[config.mk]
export PLATFORM = sky130hd
export DESIGN_NAME = i2c_target
export DESIGN_NICKNAME = d
export VERILOG_FILES = /design/src/rtl/i2c_pkg.sv /design/src/rtl/i2c_sync_edge.sv /design/src/rtl/i2c_target.sv
export SDC_FILE = /design/constraint.sdc
export NUM_CORES = 1
export LEC_CHECK = 0
export ABC_AREA = 1
export CORE_ASPECT_RATIO = 1.25
export CORE_MARGIN = 2
export CORE_UTILIZATION = 56
export CTS_BUF_LIST = sky130_fd_sc_hd__clkbuf_8
export CTS_CLUSTER_DIAMETER = 200
export CTS_CLUSTER_SIZE = 16
export DETAILED_ROUTE_END_ITERATION = 12
export PLACE_DENSITY = 0.81
export SLEW_MARGIN = 5
export SYNTH_ARGS = -nofsm -noshare
export SYNTH_HDL_FRONTEND = slang
export SYNTH_HIERARCHICAL = 1
export SYNTH_SLANG_ARGS = --single-unit
[constraint.sdc]
create_clock -name clk -period 3.15 [get_ports clk]
set_clock_uncertainty 0.15 [all_clocks]
set_input_delay 0.63 -clock clk [delete_from_list [all_inputs] [get_ports clk]]
set_output_delay 0.63 -clock clk [all_outputs]
set_load 0.02 [all_outputs]
[src/rtl/i2c_pkg.sv]
// Shared types and constants for the I2C target: FSM states, ACK/NACK levels, address width.
package i2c_pkg;

    localparam int I2C_ADDR_W = 7;

    localparam logic I2C_ACK  = 1'b0;
    localparam logic I2C_NACK = 1'b1;

    typedef enum logic [2:0] {
        IDLE,
        ADDR,
        ADDR_ACK,
        WR_BYTE,
        WR_ACK,
        RD_BYTE,
        RD_ACK,
        WAIT_STOP
    } i2c_state_e;

endpackage

[src/rtl/i2c_sync_edge.sv]
// Synchronizer plus registered rise/fall detect; level and edge pulses are aligned,
// STAGES+1 clk after the input changes. No backpressure.
module i2c_sync_edge #(
    parameter int STAGES = 2
) (
    input  logic clk,
    input  logic rst,
    input  logic d_i,
    output logic lvl_o,
    output logic rise_o,
    output logic fall_o
);

    logic [STAGES-1:0] sync_q;
    logic              lvl_q;
    logic              rise_q;
    logic              fall_q;

    // Idle bus is high, so everything resets to 1 to avoid a false edge after reset.
    always_ff @(posedge clk) begin
        if (rst) begin
            sync_q <= '1;
            lvl_q  <= 1'b1;
            rise_q <= 1'b0;
            fall_q <= 1'b0;
        end else begin
            sync_q <= {sync_q[STAGES-2:0], d_i};
            lvl_q  <= sync_q[STAGES-1];
            rise_q <= sync_q[STAGES-1] & ~lvl_q;
            fall_q <= ~sync_q[STAGES-1] & lvl_q;
        end
    end

    assign lvl_o  = lvl_q;
    assign rise_o = rise_q;
    assign fall_o = fall_q;

endmodule

[src/rtl/i2c_target.sv]
// I2C target (7-bit address, read/write, no clock stretching) with byte-level user handshake.
// Bus events act SYNC_STAGES+1 clk after the pin edge; tx_data must be ready when tx_req pulses.
module i2c_target
    import i2c_pkg::*;
#(
    parameter logic [I2C_ADDR_W-1:0] ADDRESS     = 7'h27,
    parameter int                    SYNC_STAGES = 2
) (
    input  logic       clk,
    input  logic       rst,
    input  logic       scl_in,
    input  logic       sda_in,
    output logic       sda_oe,
    output logic [7:0] rx_data,
    output logic       rx_valid,
    input  logic [7:0] tx_data,
    output logic       tx_req,
    output logic       rw,
    output logic       addressed,
    output logic       start_det,
    output logic       stop_det,
    output logic       error
);

    logic scl_lvl, scl_rise, scl_fall;
    logic sda_lvl, sda_rise, sda_fall;

    i2c_sync_edge #(.STAGES(SYNC_STAGES)) u_scl (
        .clk(clk), .rst(rst), .d_i(scl_in),
        .lvl_o(scl_lvl), .rise_o(scl_rise), .fall_o(scl_fall)
    );

    i2c_sync_edge #(.STAGES(SYNC_STAGES)) u_sda (
        .clk(clk), .rst(rst), .d_i(sda_in),
        .lvl_o(sda_lvl), .rise_o(sda_rise), .fall_o(sda_fall)
    );

    i2c_state_e state_q, state_d;
    logic [3:0] cnt_q, cnt_d;
    logic [7:0] shift_q, shift_d;
    logic [7:0] rx_data_q, rx_data_d;
    logic       sda_oe_q, sda_oe_d;
    logic       rx_valid_q, rx_valid_d;
    logic       rw_q, rw_d;
    logic       addressed_q, addressed_d;
    logic       start_q, start_d;
    logic       stop_q, stop_d;
    logic       error_q, error_d;
    logic       frac_q, frac_d;
    logic       ack_q, ack_d;
    logic       tx_load;

    logic       start_cond, stop_cond, mid_byte;
    logic [7:0] shifted;

    assign start_cond = sda_fall & scl_lvl;
    assign stop_cond  = sda_rise & scl_lvl;
    assign shifted    = {shift_q[6:0], sda_lvl};
    // frac_q marks a bit whose full SCL pulse has passed; the rise that precedes a
    // normal STOP/repeated START leaves it clear, so only a truncated byte flags error.
    assign mid_byte   = ((state_q == WR_BYTE) || (state_q == RD_BYTE)) && frac_q;

    always_comb begin
        state_d     = state_q;
        cnt_d       = cnt_q;
        shift_d     = shift_q;
        rx_data_d   = rx_data_q;
        sda_oe_d    = sda_oe_q;
        rx_valid_d  = 1'b0;
        rw_d        = rw_q;
        addressed_d = addressed_q;
        start_d     = 1'b0;
        stop_d      = 1'b0;
        error_d     = error_q;
        frac_d      = frac_q;
        ack_d       = ack_q;
        tx_load     = 1'b0;

        if (start_cond) begin
            state_d     = ADDR;
            cnt_d       = 4'd0;
            shift_d     = 8'h00;
            sda_oe_d    = 1'b0;
            addressed_d = 1'b0;
            start_d     = 1'b1;
            error_d     = mid_byte;
            frac_d      = 1'b0;
        end else if (stop_cond) begin
            state_d     = IDLE;
            sda_oe_d    = 1'b0;
            addressed_d = 1'b0;
            stop_d      = 1'b1;
            error_d     = error_q | mid_byte;
            frac_d      = 1'b0;
        end else begin
            case (state_q)
                ADDR: begin
                    if (scl_rise) begin
                        shift_d = shifted;
                        cnt_d   = cnt_q + 4'd1;
                        if (cnt_q == 4'd7) begin
                            cnt_d = 4'd0;
                            if (shifted[7:1] == ADDRESS) begin
                                state_d     = ADDR_ACK;
                                addressed_d = 1'b1;
                                rw_d        = shifted[0];
                            end else begin
                                state_d = WAIT_STOP;
                            end
                        end
                    end
                end
                ADDR_ACK: begin
                    if (scl_fall) begin
                        if (!sda_oe_q) begin
                            sda_oe_d = 1'b1;
                        end else begin
                            sda_oe_d = 1'b0;
                            cnt_d    = 4'd0;
                            frac_d   = 1'b0;
                            if (rw_q) begin
                                tx_load  = 1'b1;
                                shift_d  = tx_data;
                                sda_oe_d = ~tx_data[7];
                                state_d  = RD_BYTE;
                            end else begin
                                state_d = WR_BYTE;
                            end
                        end
                    end
                end
                WR_BYTE: begin
                    if (scl_rise) begin
                        shift_d = shifted;
                        cnt_d   = cnt_q + 4'd1;
                        if (cnt_q == 4'd7) begin
                            rx_data_d  = shifted;
                            rx_valid_d = 1'b1;
                            cnt_d      = 4'd0;
                            frac_d     = 1'b0;
                            state_d    = WR_ACK;
                        end
                    end else if (scl_fall && cnt_q != 4'd0) begin
                        frac_d = 1'b1;
                    end
                end
                WR_ACK: begin
                    if (scl_fall) begin
                        if (!sda_oe_q) begin
                            sda_oe_d = 1'b1;
                        end else begin
                            sda_oe_d = 1'b0;
                            state_d  = WR_BYTE;
                        end
                    end
                end
                RD_BYTE: begin
                    if (scl_rise) begin
                        cnt_d = cnt_q + 4'd1;
                    end else if (scl_fall && cnt_q != 4'd0) begin
                        if (cnt_q == 4'd8) begin
                            sda_oe_d = 1'b0;
                            ack_d    = 1'b0;
                            frac_d   = 1'b0;
                            state_d  = RD_ACK;
                        end else begin
                            shift_d  = {shift_q[6:0], 1'b0};
                            sda_oe_d = ~shift_q[6];
                            frac_d   = 1'b1;
                        end
                    end
                end
                RD_ACK: begin
                    if (scl_rise) begin
                        if (sda_lvl == I2C_ACK) begin
                            ack_d = 1'b1;
                        end else begin
                            state_d     = WAIT_STOP;
                            addressed_d = 1'b0;
                        end
                    end else if (scl_fall && ack_q) begin
                        tx_load  = 1'b1;
                        shift_d  = tx_data;
                        sda_oe_d = ~tx_data[7];
                        cnt_d    = 4'd0;
                        state_d  = RD_BYTE;
                    end
                end
                default: ;
            endcase
        end
    end

    always_ff @(posedge clk) begin
        if (rst) begin
            state_q     <= IDLE;
            cnt_q       <= 4'd0;
            shift_q     <= 8'h00;
            rx_data_q   <= 8'h00;
            sda_oe_q    <= 1'b0;
            rx_valid_q  <= 1'b0;
            rw_q        <= 1'b0;
            addressed_q <= 1'b0;
            start_q     <= 1'b0;
            stop_q      <= 1'b0;
            error_q     <= 1'b0;
            frac_q      <= 1'b0;
            ack_q       <= 1'b0;
        end else begin
            state_q     <= state_d;
            cnt_q       <= cnt_d;
            shift_q     <= shift_d;
            rx_data_q   <= rx_data_d;
            sda_oe_q    <= sda_oe_d;
            rx_valid_q  <= rx_valid_d;
            rw_q        <= rw_d;
            addressed_q <= addressed_d;
            start_q     <= start_d;
            stop_q      <= stop_d;
            error_q     <= error_d;
            frac_q      <= frac_d;
            ack_q       <= ack_d;
        end
    end

    // Gating with rst lets a reset drop the SDA pull-down in the same cycle.
    assign sda_oe    = sda_oe_q & ~rst;
    assign tx_req    = tx_load & ~rst;
    assign rx_data   = rx_data_q;
    assign rx_valid  = rx_valid_q;
    assign rw        = rw_q;
    assign addressed = addressed_q;
    assign start_det = start_q;
    assign stop_det  = stop_q;
    assign error     = error_q;

endmodule
==> results of run 1 <==
[layout by cell type (no fill, tap or decap), types with 2 or more instances in the layout]
master	netlist	final
nand4_1	6	6
nand2_1	92	92
mux2i_1	6	6
clkbuf_8	0	5
or2_1	4	4
nand2_2	2	2
clkinv_1	2	2
o21ai_0	20	20
a21oi_1	13	13
dfxtp_1	41	41
nor2_1	77	77
clkdlybuf4s50_1	0	27
nor2_2	2	2
inv_2	4	4
inv_1	33	33
ha_1	2	2
nand3_2	2	2
nand3_1	20	20
buf_4	1	6
[registers in the layout, summed over array words and instances, names as in the netlist, 2 cells and up]
name          count
rx_data           8
shift_q           7
cnt_q             4
state_q           3
u_scl/sync_q      2
u_sda/sync_q      2
[kinds of logic (layout without fill, tap and decap cells)]
logic type | after synthesis | in the layout | synth area share
AOI/OAI and AO/OA | 37 | 37 | 0.0933
adders and majority gates | 2 | 2 | 0.0115
xor gates and xnor gates | 2 | 2 | 0.00806
and+or+nand+nor | 210 | 210 | 0.402
muxes | 6 | 6 | 0.0276
buffers and inverters | 43 | 80 | 0.0800
DFF | 41 | 41 | 0.378
[cell type report]
class / count / area, sq um / area share
multi-input combinational: 257 / 1180 / 0.449
tap: 40 / 50.0 / 0.0191
timing repair buffer: 33 / 315 / 0.120
clock inverter: 3 / 43.8 / 0.0167
sequential: 41 / 821 / 0.313
inverter: 39 / 146 / 0.0558
clock buffer: 5 / 68.8 / 0.0262
[worst min-delay path by stage]
stage	to	slack [ns]	start	cells past startpoint
2_1_floorplan	u_scl/sync_q[1]	0.23	u_scl/sync_q[0]	1
3_3_place_gp	u_scl/sync_q[1]	0.24	u_scl/sync_q[0]	1
3_5_place_dp	u_sda/sync_q[1]	0.25	u_sda/sync_q[0]	1
4_1_cts	u_sda/sync_q[1]	0.28	u_sda/sync_q[0]	1
5_1_grt	u_sda/sync_q[1]	0.30	u_sda/sync_q[0]	1
6_report	u_sda/sync_q[1]	0.27	u_sda/sync_q[0]	1
[power groups by stage]
stage                     Clock (mW)  Combinational, mW  Sequential, mW
after detailed placement           0              0.759           0.678
after global placement             0              0.750           0.676
final                          0.436              0.775           0.670
after global routing           0.455              0.876           0.678
after floorplan                    0              0.622           0.644
after CTS                      0.441              0.762           0.667
[metrics by stage]
| step | instances | total power, mW | util |
|---|---|---|---|
| after floorplan | 341 | 1.27 | - |
| after global placement | 410 | 1.43 | 0.669 |
| after detailed placement | 410 | 1.44 | 0.669 |
| after CTS | 418 | 1.87 | 0.699 |
| after global routing | 418 | 2.01 | 0.699 |
| final | 418 | 1.88 | 0.699 |
[worst register-to-register path, stage by stage, from the launching register on]
cell	delay, ns
dfxtp_1	0.57
nor2_1	0.12
nand2_1	0.17
nor2_1	0.09
nor2_1	0.24
nand3_1	0.13
nor2_2	0.42
nand2_1	0.11
nand2_1	0.08
nor2_1	0.04
[per-layer routing]
metal / vias up / part of all wire / wire, microns / GRT usage
li1: 1146 / - / - / -
met1: 986 / 0.41 / 2380 / 0.317
met2: 81 / 0.49 / 2840 / 0.486
met3: 32 / 0.041 / 237 / 0.0511
met4: 0 / 0.059 / 341 / 0.188
met5: - / 0 / 0 / 0
==> impl_metrics.csv, run 1 <==
group,metric,value,unit
logic_synthesis,ys_types,31,
routing,dr.pass1.iters,4,
clocking,cts_setup_buffers,0,
timing,finalCritPeriodShare,0.928,
routing,avgViaCountPerCell,5.37,
setup_path,cp.arrival,2.14,ns
placed_design,dp_slack,0.220,ns
grt,grt.overflow.total,0,
timing,slew_viol_final,0,
logic_synthesis,synth-async-reset-ratio,0,
setup_path,r2r_end,"shift_q[4]",
logic_synthesis,synth.most_common_cell,"nand2_1",
logic_synthesis,syn_area,2170,sq um
logic_synthesis,yosys.area.top_type,"dfxtp_1",
pwr,p_comb_frac,0.412,
run_status,status,"complete, no violations",
timing,whs,0.271,ns
floorplan,dieArea,4400,sq um
setup_path,worstPathCellList,"clkdlybuf4s50_1 -> inv_1 -> nand2_1 -> nor2_1 -> inv_1 -> nor2_1 -> clkdlybuf4s50_1",
logic_synthesis,yosys_register_bits,41,
pwr,ir_drop,0.000368,V
timing,slew_headroom,0.656,
setup_path,rrSetupSlack,0.93,ns
setup_path,critPathRequiredTime,2.37,ns
logic_synthesis,netlist_top_cells_count,"nand2_1, nor2_1, dfxtp_1",
logic_synthesis,synth_ff_type,"dfxtp_1",
grt,grt_pass1_vias,2139,
logic_synthesis,synth-edff-count,0,
pwr,p_int,1.09,mW
grt,grt_use_total,0.285,
clocking,cts_max_level,2,
clocking,cts_tree,"built",
timing,hold_violations,0,
floorplan,die_x,59.7,microns
final_layout,layout-drive-gt1-share,0.0688,
setup_path,crit_end,"tx_req",
setup_path,critPathMaxFanout,2,
logic_synthesis,ys_seq_area_frac,0.378,
routing,wl_per_cell,13.9,microns
logic_synthesis,synth_cells,341,
routing,drt_iter0_drc,130,
floorplan,die_y,73.7,microns
logic_synthesis,syn_nets,355,
floorplan,core_area,3750,sq um
clocking,cts_root_buf,"clkbuf_8",
final_layout,layout.nets,391,
clocking,numClockSinks,41,
final_layout,fin_area,2620,sq um
placed_design,portBuffers,27,
clocking,clockBufferDepth,2,
clocking,cts_hold_buffers,0,
setup_path,crit_buf_inv,4,
placed_design,gp_congestion,0.975,
clocking,numCtsBuffers,5,
pwr,switchingPower,788,uW
timing,setup_tns,0,ns
routing,drc,0,
floorplan,rows,25,
logic_synthesis,ys_warn_count,6,
timing,worst_pin_slew,0.515,ns
setup_path,slowest_delay,0.61,ns
floorplan,pin_count,28,
logic_synthesis,syn_avg_cell_area,6.37,sq um
clocking,clk_pin_slew,0.08,ns
setup_path,rr_startpoint,"state_q[0]",
logic_synthesis,synth_area_leaders,"dfxtp_1, nand2_1, nor2_1",
setup_path,crit_family,"buffers and inverters",
logic_synthesis,synthDominantCellAreaShare,0.378,
timing,setup_viol,0,
setup_path,crit_type,"in2out",
placed_design,hpwlAfterDp,4.43,mm
pwr,power.density,717,nW/um^2
pwr,sw_frac_of_total,0.419,
setup_path,end_kind,"output pin",
timing,setup_ws,0.226,ns
pwr,p_seq_frac,0.356,
final_layout,area_delta_synth_final,20.7,%
routing,drtAntennaViolNets,0,
timing,min_period,2.92,ns
clocking,clk_latency,0.30,ns
setup_path,slowest_stage,"clkdlybuf4s50_1",
final_layout,antenna_cells,0,
setup_path,start_kind,"primary input",
grt,grt_max_degree,15,
setup_path,worstSetupPathDepth,7,
timing,max_clock_freq,0.342,GHz
timing,rsz0062_at_grt,"no",
floorplan,initial_core_util,0.579,
routing,wl,5.80,mm
pwr,power.share.clock,0.232,
grt,antenna_found_initial,0,
routing,vias,2245,
min_path,hold_class,"reg2reg",
flow_run,maxCapViolations,0,
placed_design,dpl_cell_area,2510,sq um
pwr,power.leakage,1.25,nW
grt,grt_pass1_wl,9.35,mm
setup_path,reg2reg_depth,9,
final_layout,fill_cells,334,
setup_path,cp-startpoint,"rst",
clocking,cts_resized,0,
No activity file was read; power rests on OpenSTA's default activity.
==> run 2, diff against run 1 <==
--- a/config.mk
+++ b/config.mk
@@ -8,12 +8,12 @@
 export ABC_AREA = 1
 export CORE_ASPECT_RATIO = 1.25
 export CORE_MARGIN = 2
-export CORE_UTILIZATION = 56
+export CORE_UTILIZATION = 45
 export CTS_BUF_LIST = sky130_fd_sc_hd__clkbuf_8
 export CTS_CLUSTER_DIAMETER = 200
 export CTS_CLUSTER_SIZE = 16
 export DETAILED_ROUTE_END_ITERATION = 12
-export PLACE_DENSITY = 0.81
+export PLACE_DENSITY = 0.67
 export SLEW_MARGIN = 5
 export SYNTH_ARGS = -nofsm -noshare
 export SYNTH_HDL_FRONTEND = slang
==> run 2 against run 1 <==
  * Critical path depth stayed put
  * Non-clock buffer count shrank 1
  * Wire length decreased by 5.1%
  * Worst setup slack better by 0.0043 ns
  * Combinational power is 5.4% lower
  * Clock-buffer cell count stayed put
  * First-iteration DRC count up 32%
  * Critical endpoint unchanged
  * Largest power group unchanged
==> impl_metrics.csv, run 2 (synthesis results as in run 1) <==
group,metric,value,unit
run_status,status,"complete, no violations",
pwr,power.leakage,1.25,nW
min_path,holdPathEnd,"u_sda/sync_q[1]",
placed_design,dp_slack,0.242,ns
timing,slew_viol_final,0,
setup_path,cp.arrival,2.14,ns
timing,min_period,2.92,ns
clocking,clk_pin_slew,0.09,ns
clocking,cts_hold_buffers,0,
setup_path,critPathRequiredTime,2.37,ns
clocking,cts_setup_buffers,0,
final_layout,instances_no_fill,437,
floorplan,initial_core_util,0.463,
timing,whs,0.274,ns
timing,rsz0062_at_grt,"no",
final_layout,layout.nets,390,
min_path,min-delay-start,"u_sda/sync_q[0]",
min_path,holdPathStages,1,
placed_design,portBuffers,27,
floorplan,die_x,66.2,microns
timing,max_clock_freq,0.343,GHz
routing,drtAntennaViolNets,0,
final_layout,largest_reg_flops,8,
clocking,clockBufferDepth,2,
grt,grt_pass1_wl,9.04,mm
setup_path,worstPathCellList,"inv_2 -> nor2_1 -> nand2_1 -> nor2_1 -> a31oi_1 -> nor2_1 -> clkdlybuf4s50_1",
timing,worst_pin_slew,0.528,ns
floorplan,core_area,4690,sq um
setup_path,worstSetupPathDepth,7,
placed_design,dpl_cell_area,2530,sq um
floorplan,dieArea,5410,sq um
setup_path,rrSetupSlack,0.95,ns
setup_path,crit_family,"buffers and inverters",
final_layout,layout_common_cells,"nand2_1, nor2_1, dfxtp_1",
routing,drc,0,
timing,setup_viol,0,
setup_path,start_kind,"register",
final_layout,fill_cells,489,
grt,grt_pass1_vias,1978,
floorplan,die_y,81.7,microns
timing,setup_ws,0.231,ns
pwr,report.power.total,1.85,mW
setup_path,slowest_delay,0.60,ns
pwr,ir_drop,0.000469,V
clocking,numClockSinks,41,
setup_path,cp-startpoint,"state_q[2]",
pwr,power.density,702,nW/um^2
placed_design,gp_congestion,0.977,
routing,dr.pass1.iters,4,
flow_run,maxCapViolations,0,
setup_path,critPathMaxFanout,12,
clocking,clk_latency,0.30,ns
clocking,cts_root_buf,"clkbuf_8",
timing,hold_violations,0,
floorplan,pin_count,28,
routing,drt_iter0_drc,171,
setup_path,crit_type,"reg2out",
routing,vias,2183,
grt,antenna_found_initial,0,
clocking,cts_tree,"built",
final_layout,layout-drive-gt1-share,0.0663,
routing,wl,5.50,mm
routing,avgViaCountPerCell,5.00,
timing,setup_tns,0,ns
grt,grt_use_total,0.220,
clocking,numCtsBuffers,5,
final_layout,fin_area,2640,sq um
setup_path,reg2reg_depth,10,
final_layout,antenna_cells,0,
setup_path,crit_buf_inv,2,
floorplan,rows,28,
timing,finalCritPeriodShare,0.927,
clocking,cts_max_level,2,
setup_path,end_kind,"output pin",
timing,slew_headroom,0.648,
placed_design,dp.cells,429,
routing,wl_per_cell,12.6,microns
setup_path,crit_path_frequent_cell,"nor2_1",
clocking,cts_resized,0,
placed_design,hpwlAfterDp,4.29,mm
min_path,hold_class,"reg2reg",
final_layout,final_common_cell,"nand2_1",
final_layout,final_core_util,0.563,
grt,grt.overflow.total,0,
grt,grt_max_degree,15,
setup_path,slowest_stage,"clkdlybuf4s50_1",
setup_path,r2r_end,"shift_q[1]",
setup_path,rr_startpoint,"state_q[0]",
final_layout,area_delta_synth_final,21.5,%
run 2: changes by cell type in the layout (fill, tap and decap cells not counted), sizes merged:
cell / change
buf: -1
run 2: routing by layer:
layer  share of wire  up-vias  track usage
met1            0.46      966        0.286
met4           0.017        0       0.0918
li1                -     1145            -
met3           0.044        7       0.0425
met5               0        -            0
met2            0.48       65        0.358
run 2: area by class of cell:
class                   instances  area [sq um]  area share
flip-flops and latches         41           821       0.311
multi-input cells             257          1180       0.446
well taps                      60          75.1      0.0284
clock inverters                 3          43.8      0.0166
repair buffers                 32           308       0.117
clock buffers                   5          68.8      0.0261
inverters                      39           146      0.0554
run 2: worst max-delay path by stage:
stage                     endpoint  slack [ns]
after floorplan             tx_req        0.93
after global placement      tx_req        0.24
after detailed placement    tx_req        0.24
after CTS                   tx_req        0.24
after global routing        tx_req        0.07
final                       tx_req        0.23
run 2: power by group:
group          switching (mW)  internal [mW]  total (mW)
registers              0.0931          0.587       0.680
logic                   0.472          0.262       0.733
clock network           0.202          0.238       0.440
